$ cat src/rtl/mem_sched_pkg.sv
// Shared definitions for the memory port scheduler: FSM encoding, access
// size codes and parameter defaults.
package mem_sched_pkg;

  typedef enum logic [1:0] {
    IDLE    = 2'd0,
    RD_WAIT = 2'd1,
    WR      = 2'd2,
    DONE    = 2'd3
  } state_e;

  localparam logic [1:0] SZ_WORD = 2'd0;
  localparam logic [1:0] SZ_BYTE = 2'd1;
  localparam logic [1:0] SZ_HALF = 2'd2;

  localparam int MEM_LAT_DEF = 2;
  localparam int WR_HOLD_DEF = 3;

  // Byte and halfword accesses need a read-modify-write on stores.
  // Code 3 behaves as a word access.
  function automatic logic is_sub(input logic [1:0] sz);
    return (sz == SZ_BYTE) || (sz == SZ_HALF);
  endfunction

endpackage

$ cat src/rtl/mem_lane_align.sv
// Combinational lane handling: merges sub-word store data into a fetched
// word and extracts/sign-extends sub-word load data. Little-endian lanes.
module mem_lane_align
  import mem_sched_pkg::*;
(
  input  logic [31:0] word_i,
  input  logic [1:0]  lane_i,
  input  logic [1:0]  size_i,
  input  logic [15:0] wdata_i,
  output logic [31:0] merged_o,
  output logic [31:0] load_o
);

  logic [7:0]  b_sel;
  logic [15:0] h_sel;

  // Halfword lane uses addr[1] only; addr[0] is dropped.
  assign b_sel = word_i[{lane_i, 3'b000} +: 8];
  assign h_sel = word_i[{lane_i[1], 4'b0000} +: 16];

  // Word (and size code 3) passes through untouched in both directions.
  always_comb begin
    merged_o = word_i;
    load_o   = word_i;
    case (size_i)
      SZ_BYTE: begin
        merged_o[{lane_i, 3'b000} +: 8] = wdata_i[7:0];
        load_o = {{24{b_sel[7]}}, b_sel};
      end
      SZ_HALF: begin
        merged_o[{lane_i[1], 4'b0000} +: 16] = wdata_i;
        load_o = {{16{h_sel[15]}}, h_sel};
      end
      default: ;
    endcase
  end

endmodule

$ cat src/rtl/mem_port_sched.sv
// Single-port memory scheduler shared by instruction fetch and data access.
// Data side has fixed priority; one access in flight, never preempted.
// Sub-word stores are done as read-modify-write through the same read path.
module mem_port_sched
  import mem_sched_pkg::*;
#(
  parameter int MEM_LAT = MEM_LAT_DEF,
  parameter int WR_HOLD = WR_HOLD_DEF
) (
  input  logic        clk,
  input  logic        rst,
  input  logic        if_req,
  input  logic [31:0] if_addr,
  output logic        if_done,
  output logic [31:0] if_rdata,
  input  logic        d_req,
  input  logic        d_we,
  input  logic [1:0]  d_size,
  input  logic [31:0] d_addr,
  input  logic [31:0] d_wdata,
  output logic        d_done,
  output logic [31:0] d_rdata,
  output logic [31:0] mem_addr,
  output logic [31:0] mem_wdata,
  output logic        mem_we,
  input  logic [31:0] mem_rdata
);

  localparam logic [3:0] RD_CNT = 4'(MEM_LAT - 1);
  localparam logic [3:0] WR_CNT = 4'(WR_HOLD - 1);

  state_e      state_q, state_d;
  logic [3:0]  cnt_q, cnt_d;
  logic [31:0] addr_q;
  logic [1:0]  size_q;
  logic        we_q;
  logic        own_d_q;     // 1: data side owns the access, 0: fetch
  logic [15:0] wdata_q;     // sub-word store data, merged after the read
  logic [31:0] mem_wdata_q;
  logic [31:0] if_rdata_q;
  logic [31:0] d_rdata_q;
  logic [31:0] merged, load_val;
  logic        accept, rd_last;

  assign accept  = (state_q == IDLE) && (d_req || if_req);
  assign rd_last = (state_q == RD_WAIT) && (cnt_q == 4'd0);

  mem_lane_align u_align (
    .word_i   (mem_rdata),
    .lane_i   (addr_q[1:0]),
    .size_i   (size_q),
    .wdata_i  (wdata_q),
    .merged_o (merged),
    .load_o   (load_val)
  );

  // Next-state logic; one down-counter times both the read wait and the write hold.
  always_comb begin
    state_d = state_q;
    cnt_d   = cnt_q;
    case (state_q)
      IDLE: begin
        if (d_req && d_we && !is_sub(d_size)) begin
          state_d = WR;
          cnt_d   = WR_CNT;
        end else if (d_req || if_req) begin
          state_d = RD_WAIT;
          cnt_d   = RD_CNT;
        end
      end
      RD_WAIT: begin
        if (cnt_q == 4'd0) begin
          if (own_d_q && we_q) begin
            state_d = WR;
            cnt_d   = WR_CNT;
          end else begin
            state_d = DONE;
          end
        end else begin
          cnt_d = cnt_q - 4'd1;
        end
      end
      WR: begin
        if (cnt_q == 4'd0) state_d = DONE;
        else               cnt_d   = cnt_q - 4'd1;
      end
      default: state_d = IDLE;
    endcase
  end

  // State register; reset aborts whatever access is in flight.
  always_ff @(posedge clk) begin
    if (rst) begin
      state_q <= IDLE;
      cnt_q   <= 4'd0;
    end else begin
      state_q <= state_d;
      cnt_q   <= cnt_d;
    end
  end

  // Request capture at accept, read data capture on the last wait edge.
  always_ff @(posedge clk) begin
    if (rst) begin
      addr_q      <= '0;
      size_q      <= SZ_WORD;
      we_q        <= 1'b0;
      own_d_q     <= 1'b0;
      wdata_q     <= '0;
      mem_wdata_q <= '0;
      if_rdata_q  <= '0;
      d_rdata_q   <= '0;
    end else begin
      if (accept) begin
        own_d_q <= d_req;
        addr_q  <= d_req ? d_addr : if_addr;
        size_q  <= d_req ? d_size : SZ_WORD;
        we_q    <= d_req && d_we;
        wdata_q <= d_wdata[15:0];
        if (d_req && d_we && !is_sub(d_size)) mem_wdata_q <= d_wdata;
      end
      if (rd_last) begin
        if (!own_d_q)  if_rdata_q  <= mem_rdata;
        else if (we_q) mem_wdata_q <= merged;
        else           d_rdata_q   <= load_val;
      end
    end
  end

  assign mem_addr  = {addr_q[31:2], 2'b00};
  assign mem_wdata = mem_wdata_q;
  assign mem_we    = (state_q == WR);
  assign if_done   = (state_q == DONE) && !own_d_q;
  assign d_done    = (state_q == DONE) && own_d_q;
  assign if_rdata  = if_rdata_q;
  assign d_rdata   = d_rdata_q;

endmodule

$ cat config.mk
export PLATFORM = sky130hd
export DESIGN_NAME = mem_port_sched
export DESIGN_NICKNAME = d
export VERILOG_FILES = /design/src/rtl/mem_sched_pkg.sv /design/src/rtl/mem_lane_align.sv /design/src/rtl/mem_port_sched.sv
export SDC_FILE = /design/constraint.sdc
export NUM_CORES = 1
export LEC_CHECK = 0
export BUFFER_PORTS_ARGS = -buffer_cell sky130_fd_sc_hd__buf_2
export CAP_MARGIN = 20
export CORE_MARGIN = 4
export CORE_UTILIZATION = 42
export DETAILED_ROUTE_END_ITERATION = 8
export GPL_TIMING_DRIVEN = 0
export PLACE_DENSITY = 0.68
export SKIP_CTS_REPAIR_TIMING = 1
export SYNTH_ARGS = -nofsm -noshare
export SYNTH_HDL_FRONTEND = slang
export SYNTH_HIERARCHICAL = 1
export SYNTH_SLANG_ARGS = --single-unit
$ cat constraint.sdc
create_clock -name clk -period 2.42 [get_ports clk]
set_input_delay 0.242 -clock clk [delete_from_list [all_inputs] [get_ports clk]]
set_output_delay 0.242 -clock clk [all_outputs]
set_load 0.005 [all_outputs]
After elaboration in Yosys (flattened, before gate mapping)

Cells that the tools add are included.

Add/subtract/negate cells: 3
Shift-type cells: 6
Reductions and logical operators: 18
Bitwise gates (word level): 2
Multiplexer cells: 23
Eq/ne operators: 12

Operator list:

| operator                                                                | number |
|---|---|
| 32-bit 2-to-1 mux                                                       | 6 |
| 32-bit case mux with 2 select lines                                     | 2 |
| 32-bit bitwise mux                                                      | 2 |
| 16-bit by 7-bit variable shift with 32-bit output, first input constant | 1 |
| 8-bit by 7-bit variable shift with 32-bit output, first input constant  | 1 |
| 16-bit by 7-bit variable part select with 32-bit output                 | 1 |
| 32-bit by 6-bit variable part select with 16-bit output                 | 1 |
| 32-bit by 6-bit variable part select with 8-bit output                  | 1 |
| 8-bit by 7-bit variable part select with 32-bit output                  | 1 |
| 4-bit 2-to-1 mux                                                        | 5 |
| 5-bit negator with 7-bit output                                         | 2 |
| 4-bit case mux with 3 select lines                                      | 1 |
| 2-bit 2-to-1 mux                                                        | 5 |
| 2-bit equality test, second input constant                              | 4 |
| 1-bit logical AND                                                       | 7 |
| 2-bit by 1-bit equality test with 1-bit output, second input constant   | 3 |
| 2-bit case mux with 3 select lines                                      | 1 |
| 3-bit AND reduction                                                     | 2 |
| 4-bit zero test                                                         | 1 |
| 2-bit by 1-bit inequality test with 1-bit output, second input constant | 2 |
| 4-bit AND reduction                                                     | 1 |
| 4-bit by 1-bit subtractor with 4-bit output, second input constant      | 1 |
| 3-bit by 1-bit inequality test with 1-bit output, second input constant | 1 |
| 3-bit by 2-bit inequality test with 1-bit output, second input constant | 1 |
| other kinds (8)                                                         | 11 |

Output and inout bits: 131
Bits of input ports: 135
Bits in registers: 154
Logic and storage cells: 74

Longest topological paths before layout

Gate-level depths: netlist of run 1.

Depth after elaboration: 9
Mapped depth: 11
Depth with buffers taken out: 8

By module

Netlist of run 1, hierarchy kept.

By module, submodules not included:

| module         | cells each | instances | area each (um2) | sequential area each (um2) |
|---|---|---|---|---|
| mem_port_sched | 751        | 1         | 6468.7          | 3083.0 |
| mem_lane_align | 241        | 1         | 1689.1          | 0.0 |

Worst setup path before layout of run 1

Ideal clock, no wire load.

Path kind: flip-flop to flip-flop
Start: register addr_q[1]
End: register mem_wdata_q[16], in the netlist mem_wdata[16]
Path buffers: 1
Clock period less this slack: 2.176 ns
Slack: 0.244 ns
Library setup time: 0.086 ns
Stages on the path, launching flop included: 10
Data required time: 2.334 ns
Arrival: 2.091 ns
Cell sequence: dfxtp_1 > buf_2 > inv_2 > ha_1 > nand3b_1 > nor4_2 > a222oi_1 > inv_1 > nor2_1 > a211oi_1

Word-level cells in the longest chain between the ends: 7
Elaborated cells on any way between the ends: 12
Those cells by class: 2 x add/sub; 4 x shift; 6 x mux

Ends and longest elaborated chain:

| what                                                                            | line                                       | source |
|---|---|---|
| start, declared                                                                 | mem_port_sched.sv:34                       | `logic [31:0] addr_q;` |
| start signal, assigned                                                          | mem_port_sched.sv:116                      | `addr_q <= d_req ? d_addr : if_addr;` |
| 5-bit negator with 7-bit output (on tied branches)                              | mem_lane_align.sv:31, mem_lane_align.sv:27 |  |
| 16-bit by 7-bit variable part select with 32-bit output (tied with other cells) | mem_lane_align.sv:31                       | `merged_o[{lane_i[1], 4'b0000} +: 16] = wdata_i;` |
| 32-bit bitwise mux (on tied branches)                                           | mem_lane_align.sv:31, mem_lane_align.sv:27 |  |
| 32-bit case mux with 2 select lines (*)                                         | mem_lane_align.sv:25                       | `case (size_i)` |
| net merged[16]                                                                  | mem_port_sched.sv:42                       | `logic [31:0] merged, load_val;` |
| 32-bit 2-to-1 mux (*)                                                           | mem_port_sched.sv:124                      | `else if (we_q) mem_wdata_q <= merged;` |
| 32-bit 2-to-1 mux (*)                                                           | mem_port_sched.sv:123                      | `if (!own_d_q) if_rdata_q <= mem_rdata;` |
| 32-bit 2-to-1 mux (*)                                                           | mem_port_sched.sv:122                      | `if (rd_last) begin` |
| end signal, assigned                                                            | mem_port_sched.sv:120                      | `if (d_req && d_we && !is_sub(d_size)) mem_wdata_q <= d_wdata;` |
| end signal, assigned                                                            | mem_port_sched.sv:124                      |  |
| end, declared                                                                   | mem_port_sched.sv:39                       | `logic [31:0] mem_wdata_q;` |

Mark *: on every way through the listed nets, which the timed path passes. The rest lies on a longest branch.
A chain may end at the register's enable or synchronous reset.

Worst setup path in the final report of run 1

Start: register size_q[0]
End: register mem_wdata_q[24], in the netlist mem_wdata[24]

Word-level cells in the longest chain between the ends: 5
Elaborated cells on any way between the ends: 6
Those cells by class: 2 x eq/ne; 4 x mux

Ends and longest elaborated chain:

| what                                                                                         | line                  | source |
|---|---|---|
| start, declared                                                                              | mem_port_sched.sv:35  | `logic [1:0] size_q;` |
| start signal, assigned                                                                       | mem_port_sched.sv:117 | `size_q <= d_req ? d_size : SZ_WORD;` |
| 2-bit equality test / 2-bit by 1-bit equality test with 1-bit output (equally long branches) | mem_lane_align.sv:25  |  |
| 32-bit case mux with 2 select lines (*)                                                      | mem_lane_align.sv:25  |  |
| net merged[24]                                                                               | mem_port_sched.sv:42  |  |
| 32-bit 2-to-1 mux (*)                                                                        | mem_port_sched.sv:124 |  |
| 32-bit 2-to-1 mux (*)                                                                        | mem_port_sched.sv:123 |  |
| 32-bit 2-to-1 mux (*)                                                                        | mem_port_sched.sv:122 |  |

Marked as above.

==> impl_metrics.json, run 1 <==
{
  "power_frac_seq_pct": 34.1,
  "max_cap_viol_count": 0,
  "fmax_mhz": 433,
  "finalSetupViolCount": 0,
  "critical_path_class": "flip-flop to flip-flop",
  "post-route-drc-count": 0,
  "switchingPower_mw": 3.56,
  "num_vias": 8208,
  "clock-sinks": 154,
  "ys.warnings.count": 6,
  "p_sw_share_pct": 35.8,
  "peakVddDrop_mv": 0.544,
  "mostFrequentLayoutCells": "buf_2, nand2_1, dfxtp_1",
  "wl_per_cell_um": 17.7,
  "status": "finished, final reports clean",
  "setup.worst_path.start": "size_q[0]",
  "route.met3.wl_um": 2470,
  "wl_met1_um": 12000,
  "fin_ws_ns": 0.112,
  "min_period_ns": 2.31,
  "tightest_slew_ns": 0.662,
  "p_int_mw": 6.39,
  "grt_pass1_wl_um": 42100,
  "numCtsBuffers": 17,
  "pwr-share-clk_pct": 28.4,
  "pre_cts_ws_ns": -0.396,
  "first_pass_iters": 8,
  "grtUsageTotal_pct": 24.2,
  "endpoint_kind": "flip-flop",
  "vias_per_cell": 5.30,
  "cp.required_ns": 2.76,
  "core_um2": 18900,
  "syn_area_um2": 8160,
  "highest_layer": "met4",
  "final_max_slew_viol_count": 0,
  "hold_viol_final": 0,
  "layout_commonest_cell": "buf_2",
  "portBuffers": 263,
  "holdCritStartpoint": "d_wdata[4]",
  "rows": 50,
  "worst-path-max-fanout": 9,
  "cts_root_buf": "clkbuf_16",
  "start_util_pct": 43.2,
  "arrival_ns": 2.65,
  "drive_gt1_share_pct": 30.2,
  "finalCritPeriodShare_pct": 95.4,
  "grt.overflow.total": 0,
  "avgSynthCellArea_um2": 8.22,
  "dieArea_um2": 21700,
  "die_y_um": 147,
  "ys_dominant_reg_cell": "dfxtp_1",
  "ant_nets": 0,
  "cts-htree-levels": 4,
  "p_per_area_nw_per_um2": 950,
  "start_kind": "flip-flop",
  "diodes": 0,
  "netlist_instances": 992,
  "syn_to_final_growth_pct": 28.5,
  "io_pins": 266,
  "place.gp.congestion": 0.969,
  "ys_async_sr_fraction_pct": 0,
  "nNetsFinal": 1426,
  "total_power_mw": 9.95,
  "wl_um": 27500,
  "yosysSeqAreaShare_pct": 37.8,
  "cts_max_path_buffers": 2,
  "ys_ff_latch": 154,
  "leakagePower_nw": 4.69,
  "clk_pin_slew_ns": 0.06,
  "grt_max_degree": 17,
  "finalSetupTns_ns": 0,
  "combinationalPowerShare_pct": 37.6,
  "grt_pass1_vias": 7899,
  "cts_tree": "built",
  "regToRegStartpoint": "size_q[0]",
  "hpwl_um": 21300,
  "synth_edf_count": 0,
  "clk_latency_ns": 0.43,
  "maxSlewHeadroom_pct": 55.6,
  "synthDistinctLibCells": 57,
  "drt_iter0_drc": 631,
  "wl_met2_um": 12400,
  "antenna_found_initial": 0,
  "skew_ns": 0.00665,
  "hold_class": "input pin to flip-flop",
  "die_w_um": 147
}
==> worst max-delay path: stages (launching register included) <==
cell and delay [ns]:
dfxtp_1 0.37, inv_1 0.06, ha_1 0.28, buf_2 0.18
nand2b_1 0.24, nor4_4 0.21, nor3b_4 0.23, buf_4 0.19
a221o_1 0.18, nor2_1 0.08, a211oi_1 0.22
==> per-layer routing <==
metal / global-route usage, % / up-vias
met4: 7.22 / 0
met2: 38.3 / 364
li1: - / 4023
met5: 0 / -
met1: 32.3 / 3770
met3: 6.82 / 51
==> cells in the mapped netlist (all sizes together), types with 3 or more instances <==
master / n / area (µm²)
nand2: 171 / 642
dfxtp: 154 / 3080
a21oi: 118 / 628
nor2: 89 / 334
mux2i: 82 / 821
a211oi: 65 / 488
buf: 65 / 449
clkbuf: 45 / 169
inv: 40 / 150
o21ai: 24 / 124
a221o: 16 / 160
ha: 14 / 175
nand3b: 11 / 82.6
a222oi: 8 / 80.1
a32oi: 8 / 70.1
and3: 8 / 50.1
mux2: 8 / 90.1
o2bb2ai: 8 / 70.1
a22oi: 7 / 52.6
a2bb2oi: 7 / 61.3
nand3: 5 / 25.0
nand2b: 3 / 18.8
nor2b: 3 / 18.8
nor4: 3 / 46.3
==> sequential cells by signal, summed over array words and instances, names as in the netlist <==
name / count
addr_q: 32
d_rdata: 32
if_rdata: 32
mem_wdata: 32
wdata_q: 16
cnt_q: 4
size_q: 2
state_q: 2
own_d_q: 1
we_q: 1
==> power groups by stage <==
stage	clock network [mW]	logic, mW	registers [mW]
CTS	2.85	3.66	3.37
finish	2.82	3.74	3.39
global route	2.97	4.12	3.45
global placement	0	3.61	3.41
detailed placement	0	3.65	3.43
floorplan	0	2.52	3.33
==> area by class of cell <==
| cell class | instances | area, µm² |
|---|---|---|
| Fill cell | 1901 | 8410 |
| Multi-Input combinational cell | 688 | 4340 |
| Sequential cell | 154 | 3090 |
| Timing Repair Buffer | 265 | 1330 |
| Buffer | 110 | 626 |
| Clock buffer | 19 | 443 |
| Tap cell | 260 | 325 |
| Clock inverter | 11 | 169 |
| Inverter | 41 | 156 |
==> path summary, 6_finish.rpt <==
path	cells after the start	endpoint	slack (ns)
max	10	mem_wdata[24]	0.11
min	3	wdata_q[4]	0.07
max reg2reg	10	mem_wdata[24]	0.11
min reg2reg	2	d_rdata[30]	0.45
==> per-stage QoR <==
step / utilization, % / hold WS, ns / cell area [µm²] / cells
5_1_grt: 55.5 / 0.0784 / 10500 / 1548
3_3_place_gp: 51.9 / 0.439 / 9800 / 1516
3_5_place_dp: 51.9 / 0.443 / 9800 / 1516
6_report: 55.5 / 0.0678 / 10500 / 1548
4_1_cts: 55.1 / 0.0574 / 10400 / 1546
2_1_floorplan: - / 0.378 / 8160 / 993
==> cell families after synthesis <==
family | after synthesis | share of synthesized area, %
xor gates and xnor gates | 1 | 0.107
muxes | 90 | 11.2
and+or+nand+nor | 304 | 16.3
adders and majority gates | 14 | 2.15
DFF | 154 | 37.8
other | 1 | 0.0460
buffers and inverters | 151 | 9.46
AOI/OAI and AO/OA | 277 | 22.9
Power figures use the tool's default switching activity.
==> inputs of run 2 (changes only) <==
- RECOVER_POWER: not set -> 25
==> run 2 against run 1 <==
Worst setup slack improved by 0.0042 ns; sequential share of layout area rose by 0.14 points; count of clock-buffer cells in the layout did not move; clock skew barely moved; sequential power barely moved; critical path depth did not move; critical path type unchanged; largest power group unchanged.
==> impl_metrics.json, run 2 (same netlist as run 1, synthesis figures left out) <==
{
  "wl_um": 27500,
  "numCtsBuffers": 17,
  "vias_per_cell": 5.30,
  "final_max_slew_viol_count": 0,
  "leakagePower_nw": 4.51,
  "first_pass_iters": 5,
  "start_kind": "flip-flop",
  "io_pins": 266,
  "mostFrequentLayoutCells": "buf_2, nand2_1, dfxtp_1",
  "start_util_pct": 43.2,
  "core_um2": 18900,
  "nNetsFinal": 1426,
  "wl_per_cell_um": 17.7,
  "hold_viol_final": 0,
  "grt_max_degree": 17,
  "grt_pass1_vias": 7899,
  "grt.overflow.total": 0,
  "ff2ff_path_depth": 10,
  "final_core_util_pct": 55.2,
  "grt_pass1_wl_um": 42100,
  "min_period_ns": 2.30,
  "clk_latency_ns": 0.43,
  "die_w_um": 147,
  "fill_cells": 1919,
  "holdWs_ns": 0.0689,
  "die_y_um": 147,
  "grtUsageTotal_pct": 24.2,
  "layout_commonest_cell": "buf_2",
  "clock-sinks": 154,
  "finalSetupViolCount": 0,
  "cts_max_path_buffers": 2,
  "cp.required_ns": 2.76,
  "status": "finished, final reports clean",
  "p_per_area_nw_per_um2": 953,
  "finalCritPeriodShare_pct": 95.2,
  "hold_class": "input pin to flip-flop",
  "diodes": 0,
  "fmax_mhz": 434,
  "antenna_found_initial": 0,
  "arrival_ns": 2.65,
  "place.gp.congestion": 0.969,
  "r2r_setup_slack_ns": 0.12,
  "worst-path-max-fanout": 9,
  "portBuffers": 263,
  "cts-htree-levels": 4,
  "drt_iter0_drc": 662,
  "post-route-drc-count": 0,
  "dieArea_um2": 21700,
  "critical_path_class": "flip-flop to flip-flop",
  "num_vias": 8200,
  "hpwl_um": 21300,
  "clk_pin_slew_ns": 0.06,
  "peakVddDrop_mv": 0.542,
  "hold_depth": 3,
  "cts_tree": "built",
  "max_cap_viol_count": 0,
  "endpoint_kind": "flip-flop",
  "rows": 50,
  "skew_ns": 0.00648,
  "tightest_slew_ns": 0.658,
  "cts_root_buf": "clkbuf_16",
  "maxSlewHeadroom_pct": 55.8,
  "syn_to_final_growth_pct": 27.9,
  "ant_nets": 0,
  "drive_gt1_share_pct": 27.1
}
[run 2: cell count changes in the layout (fill, tap and decap cells not counted)]
cell	change
buf_2	-40
clkbuf_1	+39
buf_1	+1
[run 2: critical path: stages (launching register included)]
cell and delay (ns):
dfxtp_1 0.37, inv_1 0.06, ha_1 0.28, buf_2 0.18, nand2b_1 0.24, nor4_4 0.21, nor3b_4 0.23, buf_4 0.19
a221o_1 0.18, nor2_1 0.08, a211oi_1 0.22
[run 2: cell type report]
| cell class | instances | area (µm²) | share of cell area, % |
|---|---|---|---|
| Buffer | 110 | 626 | 6.00 |
| Clock buffer | 19 | 443 | 4.25 |
| Clock inverter | 11 | 169 | 1.62 |
| Inverter | 41 | 156 | 1.50 |
| Multi-Input combinational cell | 688 | 4340 | 41.6 |
| Sequential cell | 154 | 3090 | 29.6 |
| Tap cell | 260 | 325 | 3.12 |
| Timing Repair Buffer | 265 | 1280 | 12.3 |
[run 2: worst paths after layout]
check              start             to
max            size_q[0]  mem_wdata[24]
min           d_wdata[4]     wdata_q[4]
max reg2reg    size_q[0]  mem_wdata[24]
min reg2reg  d_rdata[30]    d_rdata[30]
[run 2: metal layers]
layer  vias to the layer above  GRT usage, %  part of all wire [%]
met5                         -             0                     0
met4                         0          7.22                   2.4
met3                        61          6.82                   8.4
met2                       361          38.3                    45
met1                      3755          32.3                    44
li1                       4023             -                     -
[run 2: power by group]
group	total, mW	switching (mW)	internal [mW]
clock	2.82	1.08	1.74
sequential	3.40	0.382	3.01
combinational	3.72	2.11	1.61
total	9.94	3.57	6.37
[run 2: metrics by stage]
| stage | instance area, µm² | total power [mW] | cells | TNS [ns] | setup WS, ns |
|---|---|---|---|---|---|
| after global placement | 9800 | 7.02 | 1516 | -3.67 | -0.407 |
| after floorplan | 8160 | 5.86 | 993 | 0 | 0.244 |
| final | 10400 | 9.94 | 1548 | 0 | 0.116 |
| after global routing | 10400 | 10.5 | 1548 | -0.0528 | -0.0231 |
| after detailed placement | 9800 | 7.08 | 1516 | -3.98 | -0.396 |
| after CTS | 10400 | 9.89 | 1546 | -4.71 | -0.412 |
==> inputs of run 3 (changes only) <==
- PLACE_DENSITY: 0.68 -> 0.71
==> run 3 against run 2 <==
Combinational power grew 1%; clock skew is 0.00060 ns higher; first-iteration DRC count is 5.0% higher; largest power group unchanged.
==> impl_metrics.json, run 3 (same netlist as run 1, synthesis figures left out) <==
{
  "min_period_ns": 2.32,
  "grt_pass1_vias": 7835,
  "clock-sinks": 154,
  "final_core_util_pct": 55.3,
  "finalSetupTns_ns": 0,
  "wl_per_cell_um": 18.0,
  "grt.overflow.total": 0,
  "tightest_slew_ns": 0.663,
  "multi_input_area_um2": 4350,
  "portBuffers": 263,
  "endpoint_kind": "flip-flop",
  "cp.required_ns": 2.75,
  "drive_gt1_share_pct": 27.4,
  "finalSetupViolCount": 0,
  "die_w_um": 147,
  "fmax_mhz": 431,
  "grt_pass1_wl_um": 42900,
  "layout_commonest_cell": "buf_2",
  "peakVddDrop_mv": 0.530,
  "cts_tree": "built",
  "total_power_mw": 9.99,
  "hpwl_um": 21500,
  "num_vias": 8348,
  "skew_ns": 0.00708,
  "finalCritPeriodShare_pct": 95.8,
  "ant_nets": 0,
  "maxSlewHeadroom_pct": 55.5,
  "fin_cells": 1550,
  "pre_cts_ws_ns": -0.418,
  "p_per_area_nw_per_um2": 955,
  "cts_root_buf": "clkbuf_16",
  "start_util_pct": 43.2,
  "max_stage_delay_ns": 0.43,
  "io_pins": 266,
  "drt_iter0_drc": 695,
  "cp_top_family": "simple AND/OR/NAND/NOR gates",
  "wl_um": 27900,
  "die_y_um": 147,
  "place.gp.congestion": 0.950,
  "first_pass_iters": 8,
  "crit_buf_inv": 3,
  "final_max_slew_viol_count": 0,
  "dp.cells": 1516,
  "cts-htree-levels": 4,
  "regArea_um2": 3090,
  "rows": 50,
  "hold_class": "input pin to flip-flop",
  "hold_viol_final": 0,
  "grt_max_degree": 17,
  "fill_cells": 1855,
  "start_kind": "flip-flop",
  "nNetsFinal": 1427,
  "clk_latency_ns": 0.42,
  "antenna_found_initial": 0,
  "critical_path_class": "flip-flop to flip-flop",
  "core_um2": 18900,
  "clk_pin_slew_ns": 0.06,
  "grtUsageTotal_pct": 24.6,
  "post-route-drc-count": 0,
  "max_cap_viol_count": 0,
  "leakagePower_nw": 4.54,
  "syn_to_final_growth_pct": 28.2,
  "arrival_ns": 2.65,
  "vias_per_cell": 5.39,
  "diodes": 0,
  "critical-path-slowest-cell": "dfxtp_2",
  "mostFrequentLayoutCells": "buf_2, nand2_1, dfxtp_1",
  "path_cells": "buf_4 -> inv_2 -> ha_1 -> nor4_4 -> nor3b_4 -> buf_6 -> a221o_1 -> nor2_1 -> a211oi_1",
  "fin_ws_ns": 0.101,
  "numCtsBuffers": 17,
  "cts_max_path_buffers": 2,
  "status": "finished, final reports clean",
  "dieArea_um2": 21700,
  "worst-path-max-fanout": 12
}
==> run 3: cell types whose count changed in the layout (fill, tap and decap cells not counted), sizes merged <==
cell	before	now
clkbuf	103	101
buf	291	296
clkinvlp	1	2
clkinv	5	3
==> run 3: metal layers <==
metal,GRT usage (%),up-vias,wire length [µm]
li1,-,4043,-
met1,33.1,3902,12200
met2,40.3,363,13100
met3,4.87,40,2060
met4,6.62,0,576
met5,0,-,0
==> run 3: cell type report <==
class / instances / area share, %
Inverter: 41 / 1.47
Sequential cell: 154 / 29.5
Buffer: 110 / 5.97
Tap cell: 260 / 3.11
Timing Repair Buffer: 266 / 12.4
Clock inverter: 10 / 1.59
Clock buffer: 21 / 4.31
Multi-Input combinational cell: 688 / 41.6
==> run 3: worst register-to-register path: stages, from the launching register on <==
cell	delay, ns
dfxtp_2	0.43
buf_4	0.22
inv_2	0.13
ha_1	0.29
nor4_4	0.27
nor3b_4	0.28
buf_6	0.16
a221o_1	0.18
nor2_1	0.06
a211oi_1	0.22
==> run 3: through the flow <==
| step | area [µm²] | hold WS, ns |
|---|---|---|
| finish | 10500 | 0.0804 |
| global placement | 9800 | 0.440 |
| global route | 10500 | 0.0833 |
| CTS | 10400 | 0.0635 |
| floorplan | 8160 | 0.378 |
| detailed placement | 9800 | 0.444 |
==> run 3: power by group <==
| part | total, mW | switching [mW] | internal [mW] |
|---|---|---|---|
| sequential | 3.39 | 0.379 | 3.01 |
| combinational | 3.76 | 2.14 | 1.62 |
| clock | 2.84 | 1.08 | 1.76 |
| total | 9.99 | 3.60 | 6.39 |
==> run 3: path summary, 6_finish.rpt <==
kind,depth (start not counted),to,startpoint,slack [ns]
setup / recovery,9,mem_wdata[28],addr_q[1],0.10
setup reg to reg,9,mem_wdata[28],addr_q[1],0.10
hold / removal,3,wdata_q[1],d_wdata[1],0.08
hold reg to reg,2,if_rdata[28],if_rdata[28],0.45
